$ cat config.mk
export PLATFORM = sky130hd
export DESIGN_NAME = vga_mem_arbiter_flat
export DESIGN_NICKNAME = d
export VERILOG_FILES = /design/src/rtl/vga_mem_arbiter_if.sv /design/src/rtl/vga_mem_arbiter.sv /design/src/flat_wrapper.sv
export SDC_FILE = /design/constraint.sdc
export NUM_CORES = 1
export LEC_CHECK = 0
export ABC_CLOCK_PERIOD_IN_PS = 2200
export CORE_MARGIN = 8
export CORE_UTILIZATION = 27
export DETAILED_ROUTE_END_ITERATION = 12
export GPL_TIMING_DRIVEN = 0
export HOLD_SLACK_MARGIN = 0.08
export PLACE_DENSITY = 0.84
export SLEW_MARGIN = 5
export SYNTH_ARGS = -nofsm -noshare
export SYNTH_HDL_FRONTEND = slang
export SYNTH_SLANG_ARGS = --single-unit
export TNS_END_PERCENT = 5
$ cat constraint.sdc
create_clock -name clk -period 2.2 [get_ports clk]
set_input_delay 0.44 -clock clk [delete_from_list [all_inputs] [get_ports clk]]
set_output_delay 0.44 -clock clk [all_outputs]
set_load 0.02 [all_outputs]
$ cat src/rtl/vga_mem_arbiter_if.sv
// Bundle of every bus signal between the two requesters, the block RAM port and the
// memory arbiter.
//   Requester and memory side (modport master): drives cpu_req/cpu_we/cpu_addr/cpu_wdata,
//     vga_req/vga_addr and mem_dout. Receives grants, read returns, the memory drive and
//     vga_stall_cnt.
//   Arbiter side (modport slave): the reverse of master.
// Handshake: a requester raises req with its address (and, for the CPU, we/wdata). It holds
//   req high until the cycle in which req && gnt is seen. gnt is combinational in that same
//   cycle. The requester may change addr/we/wdata while it is waiting, and the grant uses
//   whatever values are present in the grant cycle. A granted read returns as a one-cycle
//   rvalid pulse READ_LAT cycles later, with rdata sampled in that same cycle.
interface vga_mem_arbiter_if #(
  parameter int AW = 16,
  parameter int DW = 16
);
  logic          cpu_req;
  logic          cpu_we;
  logic [AW-1:0] cpu_addr;
  logic [DW-1:0] cpu_wdata;
  logic          cpu_gnt;
  logic          cpu_rvalid;
  logic [DW-1:0] cpu_rdata;
  logic          vga_req;
  logic [AW-1:0] vga_addr;
  logic          vga_gnt;
  logic          vga_rvalid;
  logic [DW-1:0] vga_rdata;
  logic [AW-1:0] mem_addr;
  logic [DW-1:0] mem_din;
  logic          mem_we;
  logic [DW-1:0] mem_dout;
  logic [7:0]    vga_stall_cnt;

  modport master (
    output cpu_req, cpu_we, cpu_addr, cpu_wdata, vga_req, vga_addr, mem_dout,
    input  cpu_gnt, cpu_rvalid, cpu_rdata, vga_gnt, vga_rvalid, vga_rdata,
    input  mem_addr, mem_din, mem_we, vga_stall_cnt
  );

  modport slave (
    input  cpu_req, cpu_we, cpu_addr, cpu_wdata, vga_req, vga_addr, mem_dout,
    output cpu_gnt, cpu_rvalid, cpu_rdata, vga_gnt, vga_rvalid, vga_rdata,
    output mem_addr, mem_din, mem_we, vga_stall_cnt
  );
endinterface

$ cat src/rtl/vga_mem_arbiter.sv
// vga_mem_arbiter: shares one single-port display/glyph RAM between the CPU load/store
// port and the VGA fetch logic. It grants one access per cycle, and VGA wins by default.
// A CPU that has been denied CPU_MAX_WAIT consecutive cycles is forced through. Read data
// returns to the owner READ_LAT cycles later, steered by a tag pipeline.
// Ports:
//   clk   - system clock, all state on posedge
//   reset - asynchronous, active-high
//   bus   - vga_mem_arbiter_if.slave (CPU port, VGA port, memory port, vga_stall_cnt)
module vga_mem_arbiter #(
  parameter int AW           = 16,
  parameter int DW           = 16,
  parameter int READ_LAT     = 1,
  parameter int CPU_MAX_WAIT = 4
) (
  input logic            clk,
  input logic            reset,
  vga_mem_arbiter_if.slave bus
);

  localparam int WW = $clog2(CPU_MAX_WAIT + 1);
  localparam logic [WW-1:0] WAIT_MAX = WW'(CPU_MAX_WAIT);

  logic [WW-1:0] wait_cnt;
  logic [7:0]    stall_cnt;
  logic          force_cpu;
  logic          cpu_gnt_c;
  logic          vga_gnt_c;
  logic [AW-1:0] mem_addr_c;
  logic [DW-1:0] rdata_c;

  // Tag per in-flight access: bit 1 = CPU read, bit 0 = VGA read.
  logic [1:0] tag_q [READ_LAT];

  assign force_cpu = bus.cpu_req && (wait_cnt == WAIT_MAX);

  // Priority: a starved CPU first, then VGA, then an uncontested CPU.
  // Both grants are held low while reset is asserted.
  always_comb begin
    cpu_gnt_c = 1'b0;
    vga_gnt_c = 1'b0;
    if (!reset) begin
      if (force_cpu)        cpu_gnt_c = 1'b1;
      else if (bus.vga_req) vga_gnt_c = 1'b1;
      else if (bus.cpu_req) cpu_gnt_c = 1'b1;
    end
  end

  // When nobody is granted, the RAM address rests on the VGA address.
  assign mem_addr_c  = cpu_gnt_c ? bus.cpu_addr : bus.vga_addr;
  assign rdata_c     = bus.mem_dout;

  assign bus.cpu_gnt  = cpu_gnt_c;
  assign bus.vga_gnt  = vga_gnt_c;
  assign bus.mem_addr = mem_addr_c;
  assign bus.mem_din  = bus.cpu_wdata;
  assign bus.mem_we   = cpu_gnt_c && bus.cpu_we;

  // Consecutive denied-CPU cycles. A grant, or the request dropping, clears the count.
  always_ff @(posedge clk or posedge reset) begin
    if (reset) begin
      wait_cnt <= '0;
    end else if (!bus.cpu_req || cpu_gnt_c) begin
      wait_cnt <= '0;
    end else if (wait_cnt != WAIT_MAX) begin
      wait_cnt <= wait_cnt + 1'b1;
    end
  end

  // Saturating count of denied VGA cycles. Only reset clears it.
  always_ff @(posedge clk or posedge reset) begin
    if (reset) begin
      stall_cnt <= '0;
    end else if (bus.vga_req && !vga_gnt_c && stall_cnt != 8'hFF) begin
      stall_cnt <= stall_cnt + 8'd1;
    end
  end

  assign bus.vga_stall_cnt = stall_cnt;

  // The tag pipeline runs in step with the RAM read latency. Reset discards in-flight
  // reads, so none of them ever returns.
  always_ff @(posedge clk or posedge reset) begin
    if (reset) begin
      for (int i = 0; i < READ_LAT; i++) tag_q[i] <= 2'b00;
    end else begin
      tag_q[0] <= {cpu_gnt_c && !bus.cpu_we, vga_gnt_c};
      for (int i = 1; i < READ_LAT; i++) tag_q[i] <= tag_q[i-1];
    end
  end

  assign bus.cpu_rvalid = tag_q[READ_LAT-1][1];
  assign bus.vga_rvalid = tag_q[READ_LAT-1][0];
  assign bus.cpu_rdata  = rdata_c;
  assign bus.vga_rdata  = rdata_c;

endmodule

$ cat src/flat_wrapper.sv
// flat-port wrapper written by rule: the top's interface ports become plain ports
module vga_mem_arbiter_flat 
#(
  parameter int AW           = 16,
  parameter int DW           = 16,
  parameter int READ_LAT     = 1,
  parameter int CPU_MAX_WAIT = 4
)
  (clk, reset, bus_cpu_req, bus_cpu_we, bus_cpu_addr, bus_cpu_wdata, bus_vga_req, bus_vga_addr, bus_mem_dout, bus_cpu_gnt, bus_cpu_rvalid, bus_cpu_rdata, bus_vga_gnt, bus_vga_rvalid, bus_vga_rdata, bus_mem_addr, bus_mem_din, bus_mem_we, bus_vga_stall_cnt);
  vga_mem_arbiter_if #(.AW(AW), .DW(DW)) bus_i ();
  input logic clk;
  input logic reset;
  input wire logic [$bits(bus_i.cpu_req)-1:0] bus_cpu_req;
  input wire logic [$bits(bus_i.cpu_we)-1:0] bus_cpu_we;
  input wire logic [$bits(bus_i.cpu_addr)-1:0] bus_cpu_addr;
  input wire logic [$bits(bus_i.cpu_wdata)-1:0] bus_cpu_wdata;
  input wire logic [$bits(bus_i.vga_req)-1:0] bus_vga_req;
  input wire logic [$bits(bus_i.vga_addr)-1:0] bus_vga_addr;
  input wire logic [$bits(bus_i.mem_dout)-1:0] bus_mem_dout;
  output wire logic [$bits(bus_i.cpu_gnt)-1:0] bus_cpu_gnt;
  output wire logic [$bits(bus_i.cpu_rvalid)-1:0] bus_cpu_rvalid;
  output wire logic [$bits(bus_i.cpu_rdata)-1:0] bus_cpu_rdata;
  output wire logic [$bits(bus_i.vga_gnt)-1:0] bus_vga_gnt;
  output wire logic [$bits(bus_i.vga_rvalid)-1:0] bus_vga_rvalid;
  output wire logic [$bits(bus_i.vga_rdata)-1:0] bus_vga_rdata;
  output wire logic [$bits(bus_i.mem_addr)-1:0] bus_mem_addr;
  output wire logic [$bits(bus_i.mem_din)-1:0] bus_mem_din;
  output wire logic [$bits(bus_i.mem_we)-1:0] bus_mem_we;
  output wire logic [$bits(bus_i.vga_stall_cnt)-1:0] bus_vga_stall_cnt;
  assign bus_i.cpu_req = bus_cpu_req;
  assign bus_i.cpu_we = bus_cpu_we;
  assign bus_i.cpu_addr = bus_cpu_addr;
  assign bus_i.cpu_wdata = bus_cpu_wdata;
  assign bus_i.vga_req = bus_vga_req;
  assign bus_i.vga_addr = bus_vga_addr;
  assign bus_i.mem_dout = bus_mem_dout;
  assign bus_cpu_gnt = bus_i.cpu_gnt;
  assign bus_cpu_rvalid = bus_i.cpu_rvalid;
  assign bus_cpu_rdata = bus_i.cpu_rdata;
  assign bus_vga_gnt = bus_i.vga_gnt;
  assign bus_vga_rvalid = bus_i.vga_rvalid;
  assign bus_vga_rdata = bus_i.vga_rdata;
  assign bus_mem_addr = bus_i.mem_addr;
  assign bus_mem_din = bus_i.mem_din;
  assign bus_mem_we = bus_i.mem_we;
  assign bus_vga_stall_cnt = bus_i.vga_stall_cnt;
  vga_mem_arbiter #(.AW(AW), .DW(DW), .READ_LAT(READ_LAT), .CPU_MAX_WAIT(CPU_MAX_WAIT)) u_core (.clk(clk), .reset(reset), .bus(bus_i));
endmodule
== Word-level counts from Yosys, hierarchy flattened ==
Index checks and enable logic that the tools add are counted.
W data, S select, Z words.

* Register bits: 13
* Word-level logic and storage cells: 28
* Output and inout bits: 77
* Input port bits: 69

* Muxes and demuxes: 10
* Equality and inequality tests: 3
* Reduce and logical (&&, ||, !) cells: 10
* Add/sub/neg operators: 2

{| class="wikitable"
|+ Operators by type and width
! kind !! count
|-
| $mux W16 || 1
|-
| $add A8 B1 Y8 const B || 1
|-
| $ne A8 B8 Y1 const B || 1
|-
| $mux W1 || 7
|-
| $mux W3 || 2
|-
| $logic_and A1 B1 Y1 || 5
|-
| $add A3 B1 Y3 const B || 1
|-
| $eq A3 B3 Y1 const B || 1
|-
| $logic_not A1 Y1 || 3
|-
| $ne A3 B3 Y1 const B || 1
|-
| $reduce_bool A2 Y1 || 1
|-
| $logic_or A1 B1 Y1 || 1
|}

== Longest topological paths before layout ==
Gate-level depths: netlist of the first run.

* Depth after elaboration: 7
* Depth in mapped cells: 7
* Mapped depth without buffers: 6

== Least setup slack after synthesis of the first run ==
No wires, ideal clock.

* Kind: reg-to-output
* Start point: reg u_core.wait_cnt[0]
* End point: out bus_mem_addr[10]
* Setup slack: 0.239 ns
* Cell stages (with the launch flop): 7
* Path buffers: 1
* Data required time: 1.760 ns
* Arrival: 1.521 ns
* Cell sequence: dfrtp_1 inv_1 ha_1 nand2_1 a21oi_1 buf_4 mux2_2

* Word-level cells in the longest chain between the ends: 5

{| class="wikitable"
|+ Ends and longest elaborated chain
! item !! line !! RTL
|-
| start: declaration || vga_mem_arbiter.sv:23 || <nowiki>logic [WW-1:0] wait_cnt;</nowiki>
|-
| start signal: assignment || vga_mem_arbiter.sv:65 || <nowiki>wait_cnt <= wait_cnt + 1'b1;</nowiki>
|-
| $eq A3 B3 Y1 || vga_mem_arbiter.sv:34 || <nowiki>assign force_cpu = bus.cpu_req && (wait_cnt == WAIT_MAX);</nowiki>
|-
| $logic_and A1 B1 Y1 || vga_mem_arbiter.sv:34 ||
|-
| $mux W1 || vga_mem_arbiter.sv:42 || <nowiki>if (force_cpu) cpu_gnt_c = 1'b1;</nowiki>
|-
| $mux W1 || vga_mem_arbiter.sv:41 || <nowiki>if (!reset) begin</nowiki>
|-
| net bus_cpu_gnt || flat_wrapper.sv:20 || <nowiki>output wire logic [$bits(bus_i.cpu_gnt)-1:0] bus_cpu_gnt;</nowiki>
|-
| $mux W16 || vga_mem_arbiter.sv:49 || <nowiki>assign mem_addr_c = cpu_gnt_c ? bus.cpu_addr : bus.vga_addr;</nowiki>
|-
| end: declaration || flat_wrapper.sv:26 || <nowiki>output wire logic [$bits(bus_i.mem_addr)-1:0] bus_mem_addr;</nowiki>
|}

The timed path passes the listed nets, and every way through them passes these cells.

== Worst setup path in the final report of the first run ==
* Start point: reg u_core.wait_cnt[1]
* End point: out bus_mem_addr[1]

* Word-level cells in the longest chain between the ends: 5

{| class="wikitable"
|+ Ends and longest elaborated chain
! item !! line
|-
| $eq A3 B3 Y1 || vga_mem_arbiter.sv:34
|-
| $logic_and A1 B1 Y1 || vga_mem_arbiter.sv:34
|-
| $mux W1 || vga_mem_arbiter.sv:42
|-
| $mux W1 || vga_mem_arbiter.sv:41
|-
| $mux W16 || vga_mem_arbiter.sv:49
|}

Every way passes these cells.

==> run_results.csv, run 1 <==
group,metric,value,unit
status,status,"complete, but fails checks",
status,violations,"negative setup slack",
layout,final_common_cell,"clkdlybuf4s50_1",
layout,drive_gt1_frac,0.426,
global_routing,grt_pass1_vias,1524,
die,die_area,6940,µm²
logic_synthesis,yosys_warnings,0,
clock_tree,cts_buffers,3,
die,io_pins,146,
logic_synthesis,seq_area_frac_synth,0.266,
sta,hold_viol_final,0,
die,core_region_area,4350,µm²
sta,tightest_slew,0.502,ns
clock_tree,cts_sinks,13,
sta,fin_crit_sh,1.04,
logic_synthesis,yosysTopAreaCell,"buf_4",
layout,most-common-layout-cells,"91 x clkdlybuf4s50_1, 54 x buf_4, 17 x buf_6",
sta,worst_slack,-0.0801,ns
flow_run,max-cap-violations,0,
layout,finalNetCount,329,
logic_synthesis,synth_cell_types,25,
setup_path,worstPathArrival,1.84,ns
logic_synthesis,synthCells,130,
clock_tree,clk_latency,0.24,ns
die,die_width,83.3,µm
sta,period_needed,2.28,ns
layout,syn_to_final_growth,114,%
global_routing,antenna_found_initial,0,
placement,dp_slack,-0.614,ns
power,leakage,1.22,nW
placement,place_hpwl,3.86,mm
detailed_routing,via_count,1322,
global_routing,grt_max_degree,14,
sta,setup_viol,10,
layout,num_antenna_cells,0,
layout,fillers,381,
die,rows,24,
detailed_routing,vias_per_cell,4.29,
clock_tree,path_clk_slew,0.05,ns
detailed_routing,wl,4.65,mm
die,die_h,83.3,µm
logic_synthesis,synthTopCellsByArea,"buf_4 31%, dfrtp_1 27%, mux2_2 16%, xor2_1 3.6%, ha_1 3.1%",
power,vdd_drop_max,0.000254,V
logic_synthesis,synth_seq_cells,13,
global_routing,gr-usage-all-layers,0.127,
clock_tree,clock_tree.root_cell,"clkbuf_8",
detailed_routing,routedWlPerCell,15.1,µm
logic_synthesis,synth_area_per_cell,9.41,µm²
layout,stdcell_count,308,
sta,rsz0062_at_grt,"true",
setup_path,cp-end-kind,"output port",
logic_synthesis,synth_top_area_frac,0.307,
setup_path,start_kind,"flip-flop",
clock_tree,cts_tree,"built",
detailed_routing,drt_iter0_markers,26,
detailed_routing,drc,0,
sta,fmax,439,MHz
sta,slew_headroom,0.665,
placement,dp.cells,295,
detailed_routing,final_antenna_net_count,0,
detailed_routing,drt_pre_antenna_iters,4,
logic_synthesis,syn-num-nets,202,
placement,io_buffer_count,113,
sta,drv_slew,0,
clock_tree,cts.path.max_buffers,2,
global_routing,grt_pass1_wl,7.44,mm
logic_synthesis,synth_area,1220,µm²
setup_path,critical_path_required,1.76,ns
min_path,min_path_type,"input port to asynchronous set/reset pin",
die,start_util,0.281,
clock_tree,htree_levels,1,
setup_path,critPathKind,"flip-flop to output port",
clock_tree,cts_hold_buffers,0,
global_routing,grt-ovfl-total,0,
sta,skew,0.00172,ns
power,powerDensity,530,nW/µm²
placement,gp_congestion,0.724,
setup_path,path_max_fanout,7,
==> final timing paths <==
kind,start,end,slack [ns],cells after the start
setup / recovery,u_core.wait_cnt[1]$_DFFE_PP0P_,bus_mem_addr[1],-0.08,8
hold / removal,reset,u_core.bus.vga_stall_cnt[7]$_DFFE_PP0P_,0.40,2
setup reg to reg,u_core.wait_cnt[1]$_DFFE_PP0P_,u_core.bus.vga_stall_cnt[7]$_DFFE_PP0P_,0.52,7
hold reg to reg,u_core.bus.vga_stall_cnt[5]$_DFFE_PP0P_,u_core.bus.vga_stall_cnt[5]$_DFFE_PP0P_,0.52,1
max in group asynchronous,reset,u_core.bus.vga_stall_cnt[3]$_DFFE_PP0P_,1.46,2
min in group clk,u_core.bus.vga_stall_cnt[5]$_DFFE_PP0P_,u_core.bus.vga_stall_cnt[5]$_DFFE_PP0P_,0.52,1
==> per-stage QoR <==
stage | total power [mW] | util | TNS, ns | hold slack [ns] | instance area (µm²)
after floorplan | 0.769 | - | 0 | 0.317 | 1220
after global placement | 1.12 | 0.556 | -10.36 | 0.501 | 2420
after detailed placement | 1.14 | 0.556 | -10.41 | 0.520 | 2420
after CTS | 1.39 | 0.590 | -0.392 | 0.399 | 2570
after global routing | 1.47 | 0.601 | -1.30 | 0.465 | 2620
final | 1.39 | 0.601 | -0.480 | 0.401 | 2620
==> synthesized netlist by cell type <==
cell and number:
xor2_1 5, dfrtp_1 13, or2_2 1, nor3_4 1, nor2_1 4, nor3_2 1
and2_1 2, nand2b_1 4, nor2b_1 1, buf_4 50, nand2_1 7, and3_1 1
buf_2 1, a21oi_1 2, mux2_1 1, xnor2_1 1, ha_1 3, inv_1 3
nand3_1 4, mux2_4 1, nor3_1 4, nor3b_2 1, a31oi_1 1, nor2_2 1
mux2_2 17
==> kinds of logic after synthesis <==
family,count (synthesis),share of synthesized area
muxes,19,0.178
and+or+nand+nor,32,0.149
xor gates and xnor gates,6,0.0429
AOI/OAI and AO/OA,3,0.0133
adders and majority gates,3,0.0307
buffers and inverters,54,0.320
DFF,13,0.266
==> metal layers <==
| metal | routed length, µm | GRT usage | vias to the layer above | part of all wire |
|---|---|---|---|---|
| met5 | 0 | 0 | - | 0 |
| li1 | - | - | 627 | - |
| met1 | 1340 | 0.105 | 605 | 0.29 |
| met3 | 818 | 0.0928 | 4 | 0.18 |
| met4 | 27 | 0.0240 | 0 | 0.0058 |
| met2 | 2470 | 0.236 | 86 | 0.53 |
==> critical path, cell delays in order (launching register included) <==
cell	delay, ns
dfrtp_1	0.38
inv_2	0.07
ha_4	0.15
nand2_4	0.06
a21oi_4	0.20
buf_6	0.17
buf_6	0.12
mux2_4	0.30
buf_6	0.13
==> flip-flops by register name, indices dropped and copies added (netlist names) <==
| register | flops |
|---|---|
| u_core.tag_q | 2 |
| u_core.wait_cnt | 3 |
| u_core.bus.vga_stall_cnt | 8 |
==> repair_timing <==
action | in CTS | in global routing
pin swaps | 2 | 0
buffers inserted | 8 | 0
gates cloned | 1 | 0
gates resized for setup | 105 | 17
endpoints found under the setup margin | 19 | 17
==> power by group <==
group	internal (mW)	leakage [nW]	total, mW	switching, mW
Clock	0.128	0.0228	0.210	0.0824
Sequential	0.307	0.167	0.389	0.0821
Combinational	0.449	1.03	0.787	0.339
==> layout make-up <==
cell class	instances	area, µm²	share of cell area
tap	52	65.1	0.0249
timing repair buffer	122	1190	0.456
sequential	13	325	0.124
multi-input combinational	63	587	0.224
buffer	51	388	0.148
inverter	3	11.3	0.00431
clock buffer	4	45.0	0.0172
(Power assumes the default switching activity.)
==> inputs of run 2 (changes only) <==
Settings changed: CORE_MARGIN 8 to 1.5, REMOVE_ABC_BUFFERS set to 1, SLEW_MARGIN 5 to 10.
==> run 2 against run 1 <==
Net effect:
- the flow still finishes with violations (negative setup slack)
- sequential power rose by 1%
- hold slack better by 0.0025 ns
- clock skew is 0.0025 ns higher
- final cell count is 33% lower
- clock power barely moved
- non-clock buffer count shrank 102
==> run_results.csv, run 2 (synthesis results as in run 1) <==
group,metric,value,unit
layout,syn_to_final_growth,42.8,%
flow_run,max-cap-violations,0,
detailed_routing,drt_pre_antenna_iters,4,
detailed_routing,final_antenna_net_count,0,
layout,final_common_cell,"clkdlybuf4s50_1",
sta,hold_ws,0.403,ns
placement,place_area,1570,µm²
global_routing,grt_pass1_vias,1007,
detailed_routing,via_count,989,
setup_path,crit_chain,"inv_2 -> ha_4 -> nand2_4 -> a21oi_4 -> buf_6 -> mux2_4 -> buf_6",
global_routing,grt_max_degree,14,
clock_tree,clk_latency,0.24,ns
clock_tree,htree_levels,1,
layout,fillers,417,
setup_path,cp_common_cell,"buf_6",
die,rows,24,
setup_path,start_kind,"flip-flop",
power,powerDensity,666,nW/µm²
die,start_util,0.281,
status,violations,"negative setup slack",
sta,fmax,442,MHz
layout,drive_gt1_frac,0.357,
power,leakage,0.789,nW
sta,period_needed,2.26,ns
sta,skew,0.00421,ns
global_routing,grt_pass1_wl,5.71,mm
setup_path,r2r-end,"u_core.bus.vga_stall_cnt[7]$_DFFE_PP0P_",
clock_tree,cts_buffers,3,
layout,finalInstanceArea,1750,µm²
die,die_h,70.3,µm
setup_path,path_buf_inv,3,
global_routing,gr-usage-all-layers,0.153,
detailed_routing,routedWlPerCell,19.9,µm
die,die_width,70.3,µm
sta,worst_slack,-0.0647,ns
layout,most-common-layout-cells,"43 x clkdlybuf4s50_1, 17 x buf_6, 15 x mux2_4",
setup_path,rr_worst_depth,6,
layout,largest_register_ffs,8,
placement,place_hpwl,3.11,mm
status,status,"complete, but fails checks",
sta,setup_viol,16,
placement,gp_congestion,0.730,
die,core_region_area,4350,µm²
setup_path,slowest_stage,"dfrtp_1",
global_routing,grt-ovfl-total,0,
global_routing,antenna_found_initial,0,
setup_path,rrSetupSlack,0.48,ns
setup_path,critPathKind,"flip-flop to output port",
detailed_routing,wl,4.10,mm
setup_path,cpPeakStageDelay,0.40,ns
setup_path,cp-end-kind,"output port",
placement,dp_slack,-0.823,ns
placement,dp.cells,197,
placement,io_buffer_count,65,
sta,hold_viol_final,0,
power,vdd_drop_max,0.000305,V
setup_path,worstPathArrival,1.82,ns
clock_tree,path_clk_slew,0.06,ns
sta,tns,-0.855,ns
detailed_routing,drt_iter0_markers,37,
sta,rsz0062_at_grt,"true",
layout,num_antenna_cells,0,
clock_tree,cts_sinks,13,
detailed_routing,vias_per_cell,4.80,
min_path,min_path_type,"input port to asynchronous set/reset pin",
sta,tightest_slew,0.513,ns
layout,stdcell_count,206,
setup_path,path_max_fanout,7,
layout,finalNetCount,227,
clock_tree,cts.path.max_buffers,2,
clock_tree,clock_tree.root_cell,"clkbuf_8",
sta,fin_crit_sh,1.03,
setup_path,r2r_start,"u_core.wait_cnt[0]$_DFFE_PP0P_",
detailed_routing,drc,0,
setup_path,critical_path_required,1.76,ns
die,die_area,4940,µm²
clock_tree,cts_tree,"built",
setup_path,cpLargestDelayFamily,"buffers and inverters",
sta,slew_headroom,0.658,
die,io_pins,146,
sta,drv_slew,0,
run 2: metal layers:
layer,GRT usage,vias to the layer above,routed length [µm]
met5,0.0444,-,0
met4,0.0235,0,15
met3,0.139,2,755
met2,0.193,103,1590
met1,0.190,461,1740
li1,-,423,-
run 2: cell type report:
| type | count | area (µm²) | area share |
|---|---|---|---|
| clock buffers | 4 | 45.0 | 0.0258 |
| inverters | 3 | 11.3 | 0.00644 |
| multi-input cells | 63 | 598 | 0.342 |
| flip-flops and latches | 13 | 325 | 0.186 |
| well taps | 52 | 65.1 | 0.0372 |
| repair buffers | 71 | 703 | 0.402 |
run 2: what timing repair did:
item | in CTS | in global routing
hold buffers | 0 | 0
cloned | 1 | 0
setup buffers | 1 | 3
resized for setup | 81 | 44
setup endpoints to repair | 19 | 18
pin swaps | 2 | 2
run 2: power breakdown:
part / internal, mW / total (mW) / switching (mW)
clock: 0.128 / 0.211 / 0.0828
combinational: 0.317 / 0.560 / 0.243
sequential: 0.307 / 0.393 / 0.0865
total: 0.752 / 1.16 / 0.412
run 2: how the worst max path moves through the flow:
stage | slack (ns) | startpoint | endpoint | depth (start not counted)
floorplan | -0.66 | u_core.wait_cnt[0]$_DFFE_PP0P_ | bus_mem_addr[0] | 5
detailed placement | -0.82 | reset | bus_mem_addr[3] | 6
CTS | -0.08 | u_core.wait_cnt[1]$_DFFE_PP0P_ | bus_mem_addr[9] | 7
global placement | -1.61 | reset | bus_mem_addr[2] | 5
finish | -0.06 | u_core.wait_cnt[0]$_DFFE_PP0P_ | bus_mem_addr[15] | 7
global route | -0.14 | u_core.wait_cnt[0]$_DFFE_PP0P_ | bus_mem_addr[15] | 7
run 2: through the flow:
stage,power [mW],utilization
floorplan,0.639,-
global placement,0.897,0.358
detailed placement,0.915,0.361
CTS,1.12,0.364
global route,1.24,0.401
finish,1.16,0.401
